$ cat config.mk
export PLATFORM = sky130hd
export DESIGN_NAME = light_pen_detect
export DESIGN_NICKNAME = d
export VERILOG_FILES = /design/src/rtl/light_pen_detect.sv
export SDC_FILE = /design/constraint.sdc
export NUM_CORES = 1
export LEC_CHECK = 0
export BUFFER_PORTS_ARGS = -buffer_cell sky130_fd_sc_hd__buf_2
export CAP_MARGIN = 5
export CORE_UTILIZATION = 50
export DETAILED_ROUTE_END_ITERATION = 7
export PLACE_DENSITY_LB_ADDON = 0.3
export SYNTH_ARGS = -nofsm -noshare
export SYNTH_HDL_FRONTEND = slang
export SYNTH_SLANG_ARGS = --single-unit
$ cat constraint.sdc
create_clock -name clk -period 7.8 [get_ports clk]
set_input_delay 1.56 -clock clk [delete_from_list [all_inputs] [get_ports clk]]
set_output_delay 1.56 -clock clk [all_outputs]
set_load 0.02 [all_outputs]
$ cat src/rtl/light_pen_detect.sv
// Light-pen front end: synchronises the pen, tracks the scan position and
// issues a single-cycle LED RAM write strobe when the lag-corrected hit dot
// comes round again.
module light_pen_detect #(
   parameter int unsigned HIT_CYCLES  = 8,
   parameter int unsigned LAG_SLOTS   = 1,
   parameter int unsigned MISS_FRAMES = 4,
   parameter int unsigned ARM_FRAMES  = 2
) (
   input  logic       clk,
   input  logic       rst,
   input  logic       pen_raw,
   input  logic [7:0] led_row,
   input  logic [7:0] led_col,
   output logic       we,
   output logic [2:0] hit_row,
   output logic [2:0] hit_col,
   output logic       pen_present,
   output logic       busy
);

   localparam int unsigned CNT_W  = 8;
   localparam int unsigned POS_W  = 6;
   localparam int unsigned HIST_D = 4;
   localparam int unsigned FRM_W  = 4;
   localparam int unsigned SEEN_W = 2;

   typedef enum logic [1:0] {
      S_IDLE  = 2'd0,
      S_ARMED = 2'd1,
      S_WRITE = 2'd2
   } state_t;

   // One-hot decode: {exactly_one_bit_set, index_of_set_bit}
   function automatic logic [3:0] dec_onehot(input logic [7:0] v);
      logic [2:0] idx;
      logic [3:0] ones;
      idx  = '0;
      ones = '0;
      for (int i = 0; i < 8; i++) begin
         if (v[i]) begin
            idx  = 3'(i);
            ones = ones + 4'd1;
         end
      end
      return {(ones == 4'd1), idx};
   endfunction

   state_t             state_q, state_d;
   logic               pen_meta_q, pen_s_q;
   logic [15:0]        scan_q;
   logic [POS_W-1:0]   pos_q;
   logic               pos_valid_q;
   logic [POS_W-1:0]   hist_q [HIST_D];
   logic [POS_W-1:0]   hist_d [HIST_D];
   logic [SEEN_W-1:0]  seen_q, seen_d;
   logic [CNT_W-1:0]   cnt_q, cnt_d;
   logic               cnt_full_q, cnt_full_d;
   logic [FRM_W-1:0]   age_q, age_d;
   logic [FRM_W-1:0]   miss_q, miss_d;
   logic [2:0]         hit_row_q, hit_row_d;
   logic [2:0]         hit_col_q, hit_col_d;
   logic               present_q, present_d;
   logic               we_q, we_d;
   logic               busy_q, busy_d;

   logic [3:0]         row_dec_c, col_dec_c;
   logic               pos_valid_c;
   logic [POS_W-1:0]   pos_c;
   logic               slot_start_c;
   logic               frame_c;
   logic [POS_W-1:0]   target_c;
   logic               qual_c;
   logic               lag_ok_c;
   logic               match_c;
   logic               latch_c;

   // Scan position decode and slot / frame boundary detection
   always_comb begin
      row_dec_c    = dec_onehot(led_row);
      col_dec_c    = dec_onehot(led_col);
      pos_valid_c  = row_dec_c[3] & col_dec_c[3];
      pos_c        = {row_dec_c[2:0], col_dec_c[2:0]};
      slot_start_c = ({led_row, led_col} != scan_q);
      frame_c      = slot_start_c && pos_valid_c && (pos_c == '0);
      target_c     = hist_q[2'(LAG_SLOTS)];
      qual_c       = (cnt_q == CNT_W'(HIT_CYCLES)) && !cnt_full_q;
      lag_ok_c     = (seen_q >= SEEN_W'(LAG_SLOTS));
      match_c      = pos_valid_q && (pos_q == {hit_row_q, hit_col_q});
   end

   // FSM next state: latch in IDLE, wait for the target, strobe one cycle
   always_comb begin
      state_d = state_q;
      latch_c = 1'b0;
      case (state_q)
         S_IDLE: begin
            if (qual_c && lag_ok_c) begin
               latch_c = 1'b1;
               state_d = S_ARMED;
            end
         end
         S_ARMED: begin
            if (match_c) begin
               state_d = S_WRITE;
            end else if (frame_c && (age_q == FRM_W'(ARM_FRAMES - 1))) begin
               state_d = S_IDLE;
            end
         end
         S_WRITE: state_d = S_IDLE;
         default: state_d = S_IDLE;
      endcase
   end

   // Datapath next state: history, integrator, frame counters, outputs
   always_comb begin
      for (int i = 0; i < HIST_D; i++) begin
         hist_d[i] = hist_q[i];
      end
      seen_d = seen_q;
      if (slot_start_c && pos_valid_c) begin
         hist_d[0] = pos_c;
         for (int i = 1; i < HIST_D; i++) begin
            hist_d[i] = hist_q[i-1];
         end
         if (seen_q != '1) begin
            seen_d = seen_q + SEEN_W'(1);
         end
      end

      cnt_full_d = (cnt_q == CNT_W'(HIT_CYCLES));
      cnt_d      = cnt_q;
      if (slot_start_c || !pen_s_q) begin
         cnt_d = '0;
      end else if (pos_valid_c && (cnt_q < CNT_W'(HIT_CYCLES))) begin
         cnt_d = cnt_q + CNT_W'(1);
      end

      age_d  = age_q;
      miss_d = miss_q;
      if (latch_c) begin
         age_d  = '0;
         miss_d = '0;
      end else if (frame_c) begin
         if (age_q != '1) begin
            age_d = age_q + FRM_W'(1);
         end
         if (miss_q != '1) begin
            miss_d = miss_q + FRM_W'(1);
         end
      end

      present_d = present_q;
      if (latch_c) begin
         present_d = 1'b1;
      end else if (miss_d >= FRM_W'(MISS_FRAMES)) begin
         present_d = 1'b0;
      end

      hit_row_d = latch_c ? target_c[5:3] : hit_row_q;
      hit_col_d = latch_c ? target_c[2:0] : hit_col_q;
      we_d      = (state_d == S_WRITE);
      busy_d    = (state_d != S_IDLE);
   end

   // State and output registers with synchronous reset
   always_ff @(posedge clk) begin
      if (rst) begin
         state_q     <= S_IDLE;
         pen_meta_q  <= 1'b0;
         pen_s_q     <= 1'b0;
         scan_q      <= '0;
         pos_q       <= '0;
         pos_valid_q <= 1'b0;
         for (int i = 0; i < HIST_D; i++) begin
            hist_q[i] <= '0;
         end
         seen_q      <= '0;
         cnt_q       <= '0;
         cnt_full_q  <= 1'b0;
         age_q       <= '0;
         miss_q      <= '0;
         hit_row_q   <= '0;
         hit_col_q   <= '0;
         present_q   <= 1'b0;
         we_q        <= 1'b0;
         busy_q      <= 1'b0;
      end else begin
         state_q     <= state_d;
         pen_meta_q  <= pen_raw;
         pen_s_q     <= pen_meta_q;
         scan_q      <= {led_row, led_col};
         pos_q       <= pos_c;
         pos_valid_q <= pos_valid_c;
         for (int i = 0; i < HIST_D; i++) begin
            hist_q[i] <= hist_d[i];
         end
         seen_q      <= seen_d;
         cnt_q       <= cnt_d;
         cnt_full_q  <= cnt_full_d;
         age_q       <= age_d;
         miss_q      <= miss_d;
         hit_row_q   <= hit_row_d;
         hit_col_q   <= hit_col_d;
         present_q   <= present_d;
         we_q        <= we_d;
         busy_q      <= busy_d;
      end
   end

   assign we          = we_q;
   assign hit_row     = hit_row_q;
   assign hit_col     = hit_col_q;
   assign pen_present = present_q;
   assign busy        = busy_q;

endmodule
After elaboration in Yosys (flattened, before gate mapping)
Memories as Yosys holds them, arrays and structs flattened. A register that Yosys moved wholly into a read port is not among the register bits.
Cells that the tools add are included.
W data, S select, Z words.
- bits in registers: 49
- memory bits (writable): 24
- logic and storage cells: 121
- memories kept: 1
- memories (memory ; words ; bits a word ; read ports ; clocked after memory_dff ; wr ports ; RTL line ; RTL):
    hist_q ; 4 ; 6 ; 4 ; 1 ; 4 ; 54 ; logic [POS_W-1:0] hist_q [HIST_D];
- add/subtract/negate cells: 18
- $lt $le $gt $ge: 3
- eq/ne operators: 12
- mux-type cells: 49
- bitwise operators: 5
- reductions and logical operators: 19
- operators by type and width (cell ; number):
    $mux W4 ; 17
    $add A4 B1 Y4 const B ; 16
    $mux W3 ; 12
    $mux W24 ; 1
    $mux W6 ; 4
    $ne A16 B16 Y1 ; 1
    $eq A4 B1 Y1 const B ; 3
    $mux W1 ; 11
    $add A8 B1 Y8 const B ; 1
    $eq A8 B4 Y1 const B ; 1
    $lt A8 B4 Y1 const B ; 1
    $ne A4 B4 Y1 const B ; 2
    $logic_and A1 B1 Y1 ; 7
    $eq A6 B6 Y1 ; 1
    $logic_not A6 Y1 ; 1
    $mux W2 ; 3
    $reduce_and A2 Y1 ; 3
    $ge A4 B3 Y1 const B ; 1
    $or A1 B1 Y1 ; 4
    $pmux W2 S2 ; 1
    $reduce_bool A2 Y1 ; 2
    $reduce_or A2 Y1 ; 2
    $add A2 B1 Y2 const B ; 1
    $eq A2 B1 Y1 const B ; 1
    8 further kinds ; 9

Logic depth before layout (Yosys ltp)
- depth after elaboration: 24
- gate-level depth with buffers: 28
- mapped depth without buffers: 25

Worst setup path before layout
No wires, ideal clock.
- kind: input -> register
- start point: input led_col[0]
- end point: register cnt_q[2]
- setup time: 0.070 ns
- arrival time: 6.501 ns
- data required time: 7.730 ns
- path slack: 1.229 ns
- cell stages on the path: 26
- path buffers: 3
- path through: inv_1 -> ha_1 -> clkbuf_1 -> xor2_1 -> ha_1 -> nand2_1 -> o31ai_1 -> ha_1 -> nand2b_1 -> nand2_1 -> inv_1 -> ha_1 -> nand2_1 -> o21ai_0 -> ha_1 -> mux2_2 -> ha_1 -> nor2b_1 -> a21oi_1 -> a22o_1 -> or3_1 -> buf_2 -> or4_4 -> buf_6 -> or3_1 -> a21oi_1
- word-level cells in the longest chain between the ends: 18
- elaborated cells on any way between the ends: 21
- ends and longest elaborated chain (item ; RTL line ; RTL):
    from (decl) ; 14 ; input logic [7:0] led_col,
    $mux W1 ; 41 ; if (v[i]) begin
    $add A4 B1 Y4 ; 43 ; ones = ones + 4'd1;
    $mux W4 ; 41 ;
    $add A4 B1 Y4 ; 43 ;
    $mux W4 ; 41 ;
    $add A4 B1 Y4 ; 43 ;
    $mux W4 ; 41 ;
    $add A4 B1 Y4 ; 43 ;
    [... 2 more ...] ; - ;
    $mux W4 ; 41 ;
    $add A4 B1 Y4 ; 43 ;
    $mux W4 ; 41 ;
    $add A4 B1 Y4 ; 43 ;
    $mux W4 ; 41 ;
    $eq A4 B1 Y1 ; 46 ; return {(ones == 4'd1), idx};
    $and A1 B1 Y1 ; 82 ; pos_valid_c = row_dec_c[3] & col_dec_c[3];
    $logic_and A1 B1 Y1 ; 135 ; end else if (pos_valid_c && (cnt_q < CNT_W'(HIT_CYCLES))) begin
    to (signal assigned) ; 199 ; cnt_q <= cnt_d;
    to (decl) ; 57 ; logic [CNT_W-1:0] cnt_q, cnt_d;
Several ways; a longest one is shown, not always the timed one.
A chain may end at the register's enable or synchronous reset.

Worst setup path in the final report
Ends and elaborated chain as after synthesis.

==> results.sh <==
export IMPL_finalCritPeriodShare_pct=83.0
export IMPL_grt_usage_pct=20.4
export IMPL_maxCapViolCount=0
export IMPL_grt_pass1_vias=2695
export IMPL_grt_max_degree=49
export IMPL_worstPathArrival_ns=6.74
export IMPL_wl_mm=7.39
export IMPL_postRouteAntennaNets=0
export IMPL_critPathMaxFanout=7
export IMPL_synth_avg_cell_area_um2=8.57
export IMPL_grt_use_met1_pct=27.1
export IMPL_cp_required_ns=8.07
export IMPL_drt_iter0_markers=148
export IMPL_grt_setup_unrepaired="no"
export IMPL_drt_vias_per_instance=5.36
export IMPL_synth_top_area_share_pct=36.1
export IMPL_yosys_cell_count_top_type="dfxtp_1"
export IMPL_initial_core_util_pct=51.4
export IMPL_slew_headroom_pct=39.6
export IMPL_switchingPower_uw=262
export IMPL_grt_busiest_layer="met2"
export IMPL_rrSetupSlack_ns=5.52
export IMPL_synth_area_leaders="dfxtp_1 (36%), ha_1 (7.1%), xor2_1 (6.1%)"
export IMPL_insertion_delay_ns=0.34
export IMPL_synthArstFlopShare_pct=0
export IMPL_cts_sinks=67
export IMPL_grt_pass1_wl_mm=12.4
export IMPL_syn_area_um2=3710
export IMPL_synth_edf_count=0
export IMPL_dr_pass1_iters=5
export IMPL_status="complete, no violations"
export IMPL_yosys_most_used_dff="dfxtp_1"
export IMPL_power_frac_seq_pct=41.5
export IMPL_cts_hold_buf=0
export IMPL_end_kind="flop"
export IMPL_yosys_top_cells_count="dfxtp_1 (67), nand2_1 (50), nor2_1 (46)"
export IMPL_gp_congestion=0.800
export IMPL_dp_cells=538
export IMPL_min_path_cells=2
export IMPL_die_area_um2=7770
export IMPL_tns_ns=0
export IMPL_fp_coreArea_um2=7210
export IMPL_htreeDepth=3
export IMPL_power_switching_share_pct=29.9
export IMPL_wl_per_cell_um=13.3
export IMPL_power_frac_comb_pct=25.2
export IMPL_drv_slew=0
export IMPL_fin_area_um2=4090
export IMPL_syn_nets=473
export IMPL_r2r_start="cnt_q[4]"
export IMPL_routed_via_count=2968
export IMPL_io_pins=28
export IMPL_cts_buffers=9
export IMPL_crit_type="in2reg"
export IMPL_crit_start="led_col[0]"
export IMPL_synth_area_leader_cell="dfxtp_1"
export IMPL_syn_inst=433
export IMPL_placed_cell_area_um2=3890
export IMPL_synth_seq_area_share_pct=36.1
export IMPL_cts_root_buffer="clkbuf_8"
export IMPL_endpoint="cnt_q[2]"
export IMPL_r2r_end="miss_q[0]"
export IMPL_diodes=0
export IMPL_clk_pin_slew_ns=0.08
export IMPL_hold_viol_final=0
export IMPL_ys_ff_latch=67
export IMPL_clock_fmax_ghz=0.155
export IMPL_crit_path_start_kind="input port"
export IMPL_drive_gt1_share_pct=12.3
export IMPL_internal_power_uw=615
export IMPL_setup_violations=0
export IMPL_grt_met2_usage_pct=33.1
export IMPL_postCtsSetupRepairBufs=0
export IMPL_hold_class="reg2reg"
export IMPL_die_w_um=88.2
export IMPL_area_delta_synth_final_pct=10.2
export IMPL_nets=490
export IMPL_io_buffers=27
export IMPL_dp_hpwl_mm=5.36
export IMPL_ir_worst_vdd_mv=0.0957
export IMPL_powerDensity_nw_per_um2=215
export IMPL_finalClockSkew_ns=0.00876
export IMPL_yosysWarnings=0
export IMPL_reg2reg_depth=6
export IMPL_core_rowCount=31
export IMPL_pwr_share_clk_pct=33.3
export IMPL_cts_resized_gates=0
export IMPL_p_leak_nw=1.72
export IMPL_tritoncts="yes"
export IMPL_antenna_found_initial=0
export IMPL_synth_cell_type_count=55
export IMPL_die_y_um=88.2
export IMPL_grt_overflow_total=0
export IMPL_tightestPinTransition_ns=0.906
export IMPL_instances_no_fill=554
export IMPL_gr_usage_met3_pct=4.52
export IMPL_drc=0
export IMPL_cts_buffer_depth=2
export IMPL_min_period_ns=6.47
## cell usage in the layout (no fill, tap or decap), drive strengths merged, types with 2 or more instances in the layout
| cell type | count |
|---|---|
| dfxtp | 67 |
| nand2 | 50 |
| nor2 | 46 |
| buf | 29 |
| xor2 | 26 |
| inv | 25 |
| ha | 21 |
| o21ai | 19 |
| a21oi | 14 |
| xnor2 | 14 |
| nor2b | 13 |
| nor4 | 11 |
| clkbuf | 11 |
| mux2i | 10 |
| nand2b | 7 |
| nand4 | 7 |
| nand3 | 6 |
| and2 | 5 |
| nor3 | 5 |
| xnor3 | 5 |
| mux2 | 4 |
| a31oi | 4 |
| and3 | 4 |
| o31ai | 3 |
| a311oi | 3 |
| o211ai | 3 |
| or3 | 3 |
| o21a | 3 |
| nand4b | 3 |
| nand3b | 3 |
| nor4b | 3 |
| clkinv | 3 |
| or2 | 2 |
| o22ai | 2 |
| o221a | 2 |
| o21bai | 2 |
## critical path: stages
cell	delay, ns
buf_2	0.11
inv_1	0.05
ha_1	0.38
xor2_1	0.18
ha_1	0.31
nand2_1	0.10
o31ai_1	0.07
ha_1	0.31
nand2b_1	0.17
nand2_1	0.09
inv_1	0.04
ha_1	0.28
nand2_1	0.11
o21ai_0	0.12
ha_1	0.30
mux2_2	0.27
ha_1	0.27
nor2b_1	0.15
a21oi_1	0.08
a22o_1	0.24
or3_1	0.48
or4_4	0.59
or3_1	0.32
a21oi_1	0.13
## worst min path at each step
stage / slack, ns / startpoint / to
finish: 0.45 / hist_q[0][4] / hist_q[0][4]
global route: 0.48 / hist_q[0][5] / hist_q[0][5]
CTS: 0.45 / hist_q[0][10] / hit_row[1]
detailed placement: 0.43 / pen_meta_q / pen_s_q
global placement: 0.44 / pen_meta_q / pen_s_q
floorplan: 0.41 / pen_meta_q / pen_s_q
## layout make-up
cell class                      instances  area, µm²
Clock buffer                           11        141
Clock inverter                          5       60.1
Fill cell                             685       3130
Inverter                               25       93.8
Multi-Input combinational cell        318       2180
Sequential cell                        67       1340
Tap cell                               99        124
Timing Repair Buffer                   29        150
## registers in the layout, indices dropped and copies added, names as in the netlist
register,flops
scan_q,16
hist_q,12
cnt_q,8
pos_q,6
age_q,4
miss_q,4
hit_col,3
hit_row,3
seen_q,2
state_q,2
busy,1
cnt_full_q,1
pen_meta_q,1
pen_present,1
pen_s_q,1
pos_valid_q,1
we,1
## kinds of logic (layout without fill, tap and decap cells)
logic type               after synthesis  count (layout)  synth area share [%]
AO/OA/AOI/OAI                         65              65                  11.4
XOR/XNOR                              46              46                  13.1
adder cells (fa/ha/maj)               21              21                  7.08
buffers and inverters                 48              70                  5.33
flip-flops                            67              67                  36.1
multiplexers                          14              14                  3.91
AND/OR/NAND/NOR                      172             172                  23.0
## through the flow
stage               total power [mW]  hold slack, ns  util (%)  worst slack (ns)
floorplan                      0.552           0.414         -              1.23
global placement               0.585           0.435      53.9              1.14
detailed placement             0.593           0.434      53.9             0.980
CTS                            0.884           0.452      56.7              1.33
global route                   0.929           0.476      56.7              1.06
finish                         0.878           0.451      56.7              1.33
## layer usage
layer | wire, µm | part of all wire [%]
met5 | 0 | 0
met4 | 78 | 1.1
met3 | 225 | 3.0
met2 | 3460 | 47
met1 | 3630 | 49
## power by group through the flow
stage | logic (mW) | registers (mW) | clock network [mW]
2_1_floorplan | 0.182 | 0.371 | 0
3_3_place_gp | 0.213 | 0.372 | 0
3_5_place_dp | 0.220 | 0.372 | 0
4_1_cts | 0.222 | 0.364 | 0.298
5_1_grt | 0.251 | 0.366 | 0.313
6_report | 0.221 | 0.364 | 0.292
No activity file was read; power rests on OpenSTA's default activity.
